==> config.mk <==
export PLATFORM = sky130hd
export DESIGN_NAME = des_batch_sequencer
export DESIGN_NICKNAME = d
export VERILOG_FILES = /design/src/rtl/des_batch_sequencer.sv
export SDC_FILE = /design/constraint.sdc
export NUM_CORES = 1
export LEC_CHECK = 0
export ABC_AREA = 1
export BUFFER_PORTS_ARGS = -buffer_cell sky130_fd_sc_hd__buf_2
export CELL_PAD_IN_SITES_DETAIL_PLACEMENT = 1
export CELL_PAD_IN_SITES_GLOBAL_PLACEMENT = 1
export CORE_AREA = 2 2 214 216
export CTS_CLUSTER_DIAMETER = 200
export DETAILED_ROUTE_END_ITERATION = 12
export DIE_AREA = 0 0 216 218
export HOLD_SLACK_MARGIN = 0.08
export PLACE_DENSITY = 0.78
export SYNTH_ARGS = -nofsm -noshare
export SYNTH_HDL_FRONTEND = slang
export SYNTH_SLANG_ARGS = --single-unit
==> constraint.sdc <==
create_clock -name clk -period 1.5 [get_ports clk]
set_clock_uncertainty 0.2 [all_clocks]
set_input_delay 0.15 -clock clk [delete_from_list [all_inputs] [get_ports clk]]
set_output_delay 0.15 -clock clk [all_outputs]
set_load 0.02 [all_outputs]
==> src/rtl/des_batch_sequencer.sv <==
// Batch sequencer in front of the DES top: loads a key and a burst of blocks into the
// key/message RAM, replays them one per cycle, and returns each block's results tagged by index.
module des_batch_sequencer #(
    parameter int AW       = 6,
    parameter int RD_LAT   = 1,
    parameter int PIPE_LAT = 1
) (
    input  logic          clk,
    input  logic          rst_n,
    input  logic          start,
    input  logic [AW:0]   num_blocks,
    input  logic [63:0]   cfg_key,
    input  logic          s_valid,
    output logic          s_ready,
    input  logic [63:0]   s_data,
    output logic          wr0,
    output logic          wr1,
    output logic          en,
    output logic [63:0]   key_out,
    output logic [63:0]   msg_out,
    output logic [AW-1:0] add0,
    output logic [AW-1:0] add1,
    input  logic [63:0]   enc_in,
    input  logic [63:0]   dec_in,
    output logic          res_valid,
    output logic [AW-1:0] res_index,
    output logic [63:0]   res_enc,
    output logic [63:0]   res_dec,
    output logic          busy,
    output logic          done,
    output logic          err
);

    localparam int D = RD_LAT + PIPE_LAT;
    localparam logic [AW:0] MAX_N = {1'b1, {AW{1'b0}}};
    localparam logic [AW:0] ONE   = {{AW{1'b0}}, 1'b1};

    typedef enum logic [2:0] {
        IDLE,
        LOAD_KEY,
        LOAD_MSG,
        RUN,
        DRAIN,
        DONE
    } state_t;

    state_t state_q, state_d;

    logic [AW:0]   n_q, n_d;
    logic [AW:0]   wcnt_q, wcnt_d;
    logic [AW:0]   rcnt_q, rcnt_d;
    logic          s_ready_q, s_ready_d;
    logic          wr0_q, wr0_d;
    logic          wr1_q, wr1_d;
    logic          en_q, en_d;
    logic [63:0]   key_q, key_d;
    logic [63:0]   msg_q, msg_d;
    logic [AW-1:0] add0_q, add0_d;
    logic [AW-1:0] add1_q, add1_d;
    logic          res_valid_q, res_valid_d;
    logic [AW-1:0] res_index_q, res_index_d;
    logic [63:0]   res_enc_q, res_enc_d;
    logic [63:0]   res_dec_q, res_dec_d;
    logic          busy_q, busy_d;
    logic          done_q, done_d;
    logic          err_q, err_d;

    // Tracker follows each issued read (en as seen by the RAM) until its results are stable.
    logic [D-1:0]  trk_v_q;
    logic [AW-1:0] trk_idx_q [D];

    logic          legal_n;
    logic          tracker_empty;

    assign legal_n       = (num_blocks != '0) && (num_blocks <= MAX_N);
    assign tracker_empty = !en_q && (trk_v_q == '0);

    always_comb begin
        state_d     = state_q;
        n_d         = n_q;
        wcnt_d      = wcnt_q;
        rcnt_d      = rcnt_q;
        s_ready_d   = 1'b0;
        wr0_d       = 1'b0;
        wr1_d       = 1'b0;
        en_d        = 1'b0;
        key_d       = key_q;
        msg_d       = msg_q;
        add0_d      = '0;
        add1_d      = add1_q;
        err_d       = 1'b0;
        done_d      = 1'b0;
        res_valid_d = trk_v_q[D-1];
        res_index_d = trk_v_q[D-1] ? trk_idx_q[D-1] : res_index_q;
        res_enc_d   = trk_v_q[D-1] ? enc_in : res_enc_q;
        res_dec_d   = trk_v_q[D-1] ? dec_in : res_dec_q;

        case (state_q)
            IDLE: begin
                if (start) begin
                    if (legal_n) begin
                        n_d     = num_blocks;
                        key_d   = cfg_key;
                        wr0_d   = 1'b1;
                        wcnt_d  = '0;
                        rcnt_d  = '0;
                        state_d = LOAD_KEY;
                    end else begin
                        err_d = 1'b1;
                    end
                end
            end
            LOAD_KEY: begin
                s_ready_d = 1'b1;
                state_d   = LOAD_MSG;
            end
            LOAD_MSG: begin
                s_ready_d = 1'b1;
                if (s_valid && s_ready_q) begin
                    wr1_d  = 1'b1;
                    add1_d = wcnt_q[AW-1:0];
                    msg_d  = s_data;
                    wcnt_d = wcnt_q + ONE;
                    if ((wcnt_q + ONE) == n_q) begin
                        s_ready_d = 1'b0;
                        state_d   = RUN;
                    end
                end
            end
            RUN: begin
                en_d   = 1'b1;
                add1_d = rcnt_q[AW-1:0];
                rcnt_d = rcnt_q + ONE;
                if ((rcnt_q + ONE) == n_q) begin
                    state_d = DRAIN;
                end
            end
            DRAIN: begin
                if (tracker_empty) begin
                    done_d  = 1'b1;
                    state_d = DONE;
                end
            end
            DONE: begin
                state_d = IDLE;
            end
            default: begin
                state_d = IDLE;
            end
        endcase

        busy_d = (state_d != IDLE);
    end

    always_ff @(posedge clk) begin
        if (!rst_n) begin
            state_q     <= IDLE;
            n_q         <= '0;
            wcnt_q      <= '0;
            rcnt_q      <= '0;
            s_ready_q   <= 1'b0;
            wr0_q       <= 1'b0;
            wr1_q       <= 1'b0;
            en_q        <= 1'b0;
            key_q       <= '0;
            msg_q       <= '0;
            add0_q      <= '0;
            add1_q      <= '0;
            res_valid_q <= 1'b0;
            res_index_q <= '0;
            res_enc_q   <= '0;
            res_dec_q   <= '0;
            busy_q      <= 1'b0;
            done_q      <= 1'b0;
            err_q       <= 1'b0;
            trk_v_q     <= '0;
            for (int i = 0; i < D; i++) begin
                trk_idx_q[i] <= '0;
            end
        end else begin
            state_q     <= state_d;
            n_q         <= n_d;
            wcnt_q      <= wcnt_d;
            rcnt_q      <= rcnt_d;
            s_ready_q   <= s_ready_d;
            wr0_q       <= wr0_d;
            wr1_q       <= wr1_d;
            en_q        <= en_d;
            key_q       <= key_d;
            msg_q       <= msg_d;
            add0_q      <= add0_d;
            add1_q      <= add1_d;
            res_valid_q <= res_valid_d;
            res_index_q <= res_index_d;
            res_enc_q   <= res_enc_d;
            res_dec_q   <= res_dec_d;
            busy_q      <= busy_d;
            done_q      <= done_d;
            err_q       <= err_d;
            trk_v_q[0]   <= en_q;
            trk_idx_q[0] <= add1_q;
            for (int i = 1; i < D; i++) begin
                trk_v_q[i]   <= trk_v_q[i-1];
                trk_idx_q[i] <= trk_idx_q[i-1];
            end
        end
    end

    assign s_ready   = s_ready_q;
    assign wr0       = wr0_q;
    assign wr1       = wr1_q;
    assign en        = en_q;
    assign key_out   = key_q;
    assign msg_out   = msg_q;
    assign add0      = add0_q;
    assign add1      = add1_q;
    assign res_valid = res_valid_q;
    assign res_index = res_index_q;
    assign res_enc   = res_enc_q;
    assign res_dec   = res_dec_q;
    assign busy      = busy_q;
    assign done      = done_q;
    assign err       = err_q;

endmodule
==> results.ini, run 1 <==
[sta]
max_freq_ghz=0.549
min_period_ns=1.82
finalSetupViolations=161
fin_hold_ws_ns=0.0238
worstMarginPinSlew_ns=0.507
period_share=1.21
setup_ws_ns=-0.322
drv_slew=0
hold_violations=0
maxSlewHeadroom=0.662
rsz0062_at_grt=true

[clock_network]
cts_num_sinks=314
clk_latency_ns=0.55
numCtsBuffers=39
cts_tree=done
path_clk_slew_ns=0.06
htreeDepth=2
cts_buffer_depth=3
root_buffer=clkbuf_16

[cells_and_area]
syn_to_final_growth_pct=77.1
fin_nets=2594
multi_input_comb_area_mm2=0.00493
register_area_mm2=0.00632
drive_gt1_frac=0.381
fill_cells=5397
layout_common_cells=buf_2 (526), nor2_1 (358), dfxtp_1 (301)
design_area_mm2=0.0202
final_common_cell=buf_2

[global_route]
first_global_vias=14900
overflow=0
top_usage_layer=met2
grt_antenna_before_repair=5
grt_pass1_wl_um=86400
met3_usage=0.0572
grt_max_degree=143
gr-usage-met1=0.254
use_met2=0.417
grt_usage=0.233

[worst_setup_path]
crit_chain=ha_4 -> inv_2 -> nand2_2 -> nand2_2 -> nand2_1 -> nand2_1 -> nor2_1 -> nand2_1 -> nor2_2 -> nand3_2 -> nand2_2 -> nand3_2 -> nand2_1 -> inv_1
rrSetupSlack_ns=-0.32
crit_required_ns=1.74
cp_max_fo=4
cpPeakStageDelay_ns=0.37
r2r_start=rcnt_q[0]
crit_type=flop to flop
cp_top_family=simple AND/OR/NAND/NOR gates
worst_path_max_delay_cell=dfxtp_4
worstSetupStartpointType=flop
rr_endpoint=state_q[0]
critPathCaptureType=flop
arrival_ns=2.06
cp_common_cell=nand2_1
r2r_cells=14
critical_path_buf_inv_count=2

[yosys]
ys_seq_elements=314
ys_warn_count=0
ys_seq_area_frac=0.552
syn-cell-area_mm2=0.0114
synth_area_per_cell_um2=7.76
async_reset_ff_frac=0
syn_inst=1468
netlist.area_leader.share=0.552
yosysTopAreaCell=dfxtp_1
ys_top_cells_by_area=dfxtp_1 (55%), nor2_1 (13%), o21ai_0 (9.4%), nand2_1 (7.1%), a21oi_1 (3.6%)
synth-edff-count=0
yosysUniqueCellTypes=34
synthFlopType=dfxtp_1

[min_path]
hold_start=num_blocks[5]
hold_depth=7
hold_path.class=input pin to flop
holdPathEnd=err

[floorplan]
die_width_um=216
dieHeight_um=218
die_area_mm2=0.0471
start_util=0.254
rows=78
io_pins=549
core_mm2=0.0449

[power]
fin_total_pwr_uw=20500
p_sw_frac=0.249
internal_power_uw=15400
seqPwrFrac=0.419
comb_power_share=0.113
leakage_uw=0.00979
clockPowerShare=0.467
powerDensity_mw_per_mm2=1020
power_switching_uw=5120
ir_drop_mv=0.758

[route]
vias=14100
drc=0
wire_per_inst_um=20.4
final_antenna_net_count=0
finalWirelength_um=60100
routed_via_density=4.76
firstDrtPassIters=5
drt_iter0_drc=780

[status]
outcome=finished with violations
violations=negative setup slack

[placed_design]
hpwlAfterDp_um=31800
place_area_mm2=0.0151
finalWeightedCongestion=0.861
place_ws_ns=-0.303
numPortBuffers=542

[run]
maxCapViolations=0

registers in the layout, summed over array words and instances, names as in the netlist, 6 cells and up:
signal     count
res_enc       64
wcnt_q         7
n_q            7
rcnt_q         7
add1           6
key_out       64
res_dec       64
trk_idx_q     12
msg_out       64
res_index      6
routing by layer:
| metal | share of wire | routed length, um |
|---|---|---|
| met3 | 0.063 | 3760 |
| met2 | 0.50 | 30300 |
| met1 | 0.38 | 22900 |
| met4 | 0.053 | 3180 |
| met5 | 0 | 0 |
power by group through the flow:
stage          Clock, uW  Combinational (uW)  Sequential (uW)
2_1_floorplan          0                 526             8890
3_3_place_gp           0                1360             8760
3_5_place_dp           0                1400             8760
4_1_cts             9780                2050             8590
5_1_grt            10200                2470             8610
6_report            9590                2330             8600
cell type report:
cell class | instances | share of cell area
repair buffers | 911 | 0.330
well taps | 600 | 0.0372
diodes | 5 | 0.000621
flip-flops and latches | 314 | 0.314
clock inverters | 12 | 0.00776
multi-input cells | 1006 | 0.244
clock buffers | 53 | 0.0555
inverters | 53 | 0.0115
repair_timing:
action | CTS | global route
pin swaps | 12 | 29
buffers inserted | 7 | 12
setup endpoints to repair | 174 | 195
hold buffers | 267 | 4
resized for setup | 42 | 177
cloned | 5 | 5
endpoints found under the hold margin | 313 | 5
worst register-to-register path: cells and delay by family, from the launching register on:
kind	cells	cell delay, ns
and+or+nand+nor	11	0.88
DFF	1	0.37
adders and majority gates	1	0.18
buffers and inverters	2	0.08
how the worst max path moves through the flow:
stage | end | cells past startpoint | from
after floorplan | msg_out[33] | 8 | state_q[2]
after global placement | state_q[0] | 14 | rcnt_q[1]
after detailed placement | state_q[0] | 12 | rcnt_q[0]
after CTS | state_q[0] | 14 | rcnt_q[0]
after global routing | state_q[0] | 14 | rcnt_q[0]
final | state_q[0] | 14 | rcnt_q[0]
metrics by stage:
step / utilization / cells / TNS, ns
final: 0.449 / 2954 / -35.92
after global routing: 0.449 / 2954 / -47.68
after CTS: 0.434 / 2935 / -30.71
after detailed placement: 0.337 / 2591 / -27.00
after global placement: 0.337 / 2591 / -14.16
after floorplan: - / 1473 / -5.96
Yosys cell counts (2+ instances only):
master,instances
a21oi_1,81
a22oi_1,3
buf_1,2
buf_2,4
buf_4,9
buf_6,14
clkbuf_1,71
clkinv_2,2
dfxtp_1,314
ha_1,2
inv_1,45
inv_2,6
nand2_1,216
nand3_1,34
nand3b_1,2
nand4_1,7
nor2_1,397
nor2_2,22
nor2_4,3
o21ai_0,214
o221ai_1,3
o22ai_1,4
or2_2,2
kinds of logic (layout without fill, tap and decap cells):
family,after synthesis,after routing,share of synthesized area
and+or+nand+nor,687,687,0.242
DFF,314,314,0.552
AOI/OAI and AO/OA,309,309,0.139
buffers and inverters,153,1029,0.0633
adders and majority gates,2,2,0.00220
xor gates and xnor gates,2,2,0.00154
other,1,11,0.000329
Power figures use the tool's default switching activity.
==> run 2: changes to the inputs <==
Settings changed: SKIP_CTS_REPAIR_TIMING set to 1.
==> run 2 against run 1 <==
- the run ends with negative hold slack, negative setup slack left
- total power increased by 0.23%
- final cell count is 0.54% higher
- sequential power about the same
- register-to-register slack lost 0.13 ns
- worst hold slack got worse by 0.15 ns
- non-clock buffer count is 15 higher
- routed wire length rose by 1.4%
- sequential share of layout area is 0.48 points lower
- die area unchanged
==> results.ini, run 2 (synthesis gave the netlist of run 1 again) <==
[worst_setup_path]
cpPeakStageDelay_ns=0.36  ; was 0.37 ns
r2r_cells=11  ; was 14
cp_top_family=simple AND/OR/NAND/NOR gates  ; unchanged
worst_path_max_delay_cell=dfxtp_4  ; unchanged
crit_type=flop to flop  ; unchanged
crit_required_ns=1.74  ; about the same
cp_common_cell=nor2_4  ; was nand2_1
arrival_ns=2.19  ; was 2.06 ns
cp_max_fo=10  ; was 4
critical_path_depth=11  ; was 14
critical_path_buf_inv_count=5  ; was 2
crit_chain=nor2_4 -> inv_2 -> nor2_4 -> inv_2 -> nor2_4 -> buf_12 -> nand2_8 -> clkinv_8 -> buf_12 -> nand2_1 -> a21oi_1  ; was ha_4 -> inv_2 -> nand2_2 -> nand2_2 -> nand2_1 -> nand2_1 -> nor2_1 -> nand2_1 -> nor2_2 -> nand3_2 -> nand2_2 -> nand3_2 -> nand2_1 -> inv_1
critPathCaptureType=flop  ; unchanged
worstSetupStartpointType=flop  ; unchanged

[placed_design]
place_area_mm2=0.0151  ; unchanged
numPortBuffers=542  ; unchanged
hpwlAfterDp_um=31800  ; unchanged
place_ws_ns=-0.303  ; unchanged
finalWeightedCongestion=0.861  ; unchanged

[sta]
finalSetupViolations=198  ; was 161
fin_hold_ws_ns=-0.126  ; was 0.0238 ns
maxSlewHeadroom=0.618  ; was 0.662
period_share=1.30  ; was 1.21
min_period_ns=1.95  ; was 1.82 ns
setup_ws_ns=-0.450  ; was -0.322 ns
max_freq_ghz=0.513  ; was 0.549 GHz
worstMarginPinSlew_ns=0.574  ; was 0.507 ns
hold_violations=67  ; was 0
drv_slew=0  ; unchanged
rsz0062_at_grt=true  ; unchanged

[floorplan]
rows=78  ; unchanged
die_area_mm2=0.0471  ; unchanged
core_mm2=0.0449  ; unchanged
io_pins=549  ; unchanged
die_width_um=216  ; unchanged
start_util=0.254  ; unchanged
dieHeight_um=218  ; unchanged

[status]
outcome=finished with violations  ; unchanged
violations=negative hold slack, negative setup slack  ; was negative setup slack

[route]
drc=0  ; unchanged
wl_met2_um=31300  ; was 30300 um
vias=14200  ; was 14100
firstDrtPassIters=5  ; unchanged
final_antenna_net_count=0  ; unchanged
finalWirelength_um=61000  ; was 60100 um
wirelength_met1_um=22600  ; was 22900 um
top_layer=met4  ; unchanged
routed_via_density=4.80  ; was 4.76
wire_per_inst_um=20.5  ; was 20.4 um
drt_iter0_drc=767  ; was 780
wl_met3_um=3680  ; was 3760 um

[power]
powerDensity_mw_per_mm2=1000  ; was 1020 mW/mm^2
leakage_uw=0.00991  ; was 0.00979 uW
ir_drop_mv=0.586  ; was 0.758 mV

[cells_and_area]
design_area_mm2=0.0205  ; was 0.0202 mm^2
final_core_util=0.456  ; was 0.449
fin_nets=2612  ; was 2594
drive_gt1_frac=0.377  ; was 0.381
final_common_cell=buf_2  ; unchanged
layout_common_cells=buf_2 (541), nor2_1 (354), dfxtp_1 (302)  ; was buf_2 (526), nor2_1 (358), dfxtp_1 (301)
syn_to_final_growth_pct=79.8  ; was 77.1%

[global_route]
first_global_vias=12300  ; was 14900
grt_usage=0.177  ; was 0.233
overflow=0  ; unchanged
grt_max_degree=143  ; unchanged
grt_antenna_before_repair=4  ; was 5
grt_pass1_wl_um=66700  ; was 86400 um

[clock_network]
htreeDepth=2  ; unchanged
cts_buffer_depth=3  ; unchanged
root_buffer=clkbuf_16  ; unchanged
clk_latency_ns=0.55  ; about the same
cts_num_sinks=314  ; unchanged
path_clk_slew_ns=0.06  ; about the same
numCtsBuffers=39  ; unchanged
cts_tree=done  ; unchanged

[run]
maxCapViolations=0  ; unchanged

[min_path]
hold_path.class=input pin to flop  ; unchanged
hold_depth=4  ; was 7

==> run 2: per-stage QoR <==
stage | setup TNS (ns) | power (uW) | cells
finish | -43.60 | 20600 | 2970
global route | -59.94 | 21300 | 2970
CTS | -26.78 | 19800 | 2656
detailed placement | -27.00 | 10200 | 2591
global placement | -14.16 | 10100 | 2591
floorplan | -5.96 | 9410 | 1473
==> run 2: worst paths after layout <==
path	from	endpoint	slack, ns
worst max register to register	state_q[1]	key_out[29]	-0.45
worst min register to register	trk_idx_q[1][4]	res_index[4]	0.25
worst max-delay path	state_q[1]	key_out[29]	-0.45
worst min-delay path	rst_n	wcnt_q[4]	-0.13
==> run 2: worst register-to-register path, cell delays in order, from the launching register on <==
cell and delay [ns]:
dfxtp_4 0.36, nor2_4 0.12, inv_2 0.06, nor2_4 0.11, inv_2 0.08, nor2_4 0.16, buf_12 0.13, nand2_8 0.09
clkinv_8 0.12, buf_12 0.13, nand2_1 0.06, a21oi_1 0.24
==> run 2: cell type report <==
cell class              count  area [um^2]
fillers                  5384        24400
clock inverters            12          156
diodes                      3         7.51
clock buffers              53         1120
inverters                  53          230
flip-flops and latches    314         6320
multi-input cells        1007         5050
well taps                 600          751
repair buffers            926         6820
repair inverters            2         22.5
==> run 2: per-layer routing <==
metal  vias up  global-route usage
met4         0              0.0685
met1      6942               0.195
met3       215              0.0503
li1       6451                   -
met5         -                   0
met2       636               0.321
==> run 2: where the power goes <==
part           switching [uW]  leakage [uW]  internal (uW)
Clock                    3830      0.000628           5740
Combinational            1190       0.00674           1210
Sequential                118       0.00255           8480
Total                    5150       0.00991          15400
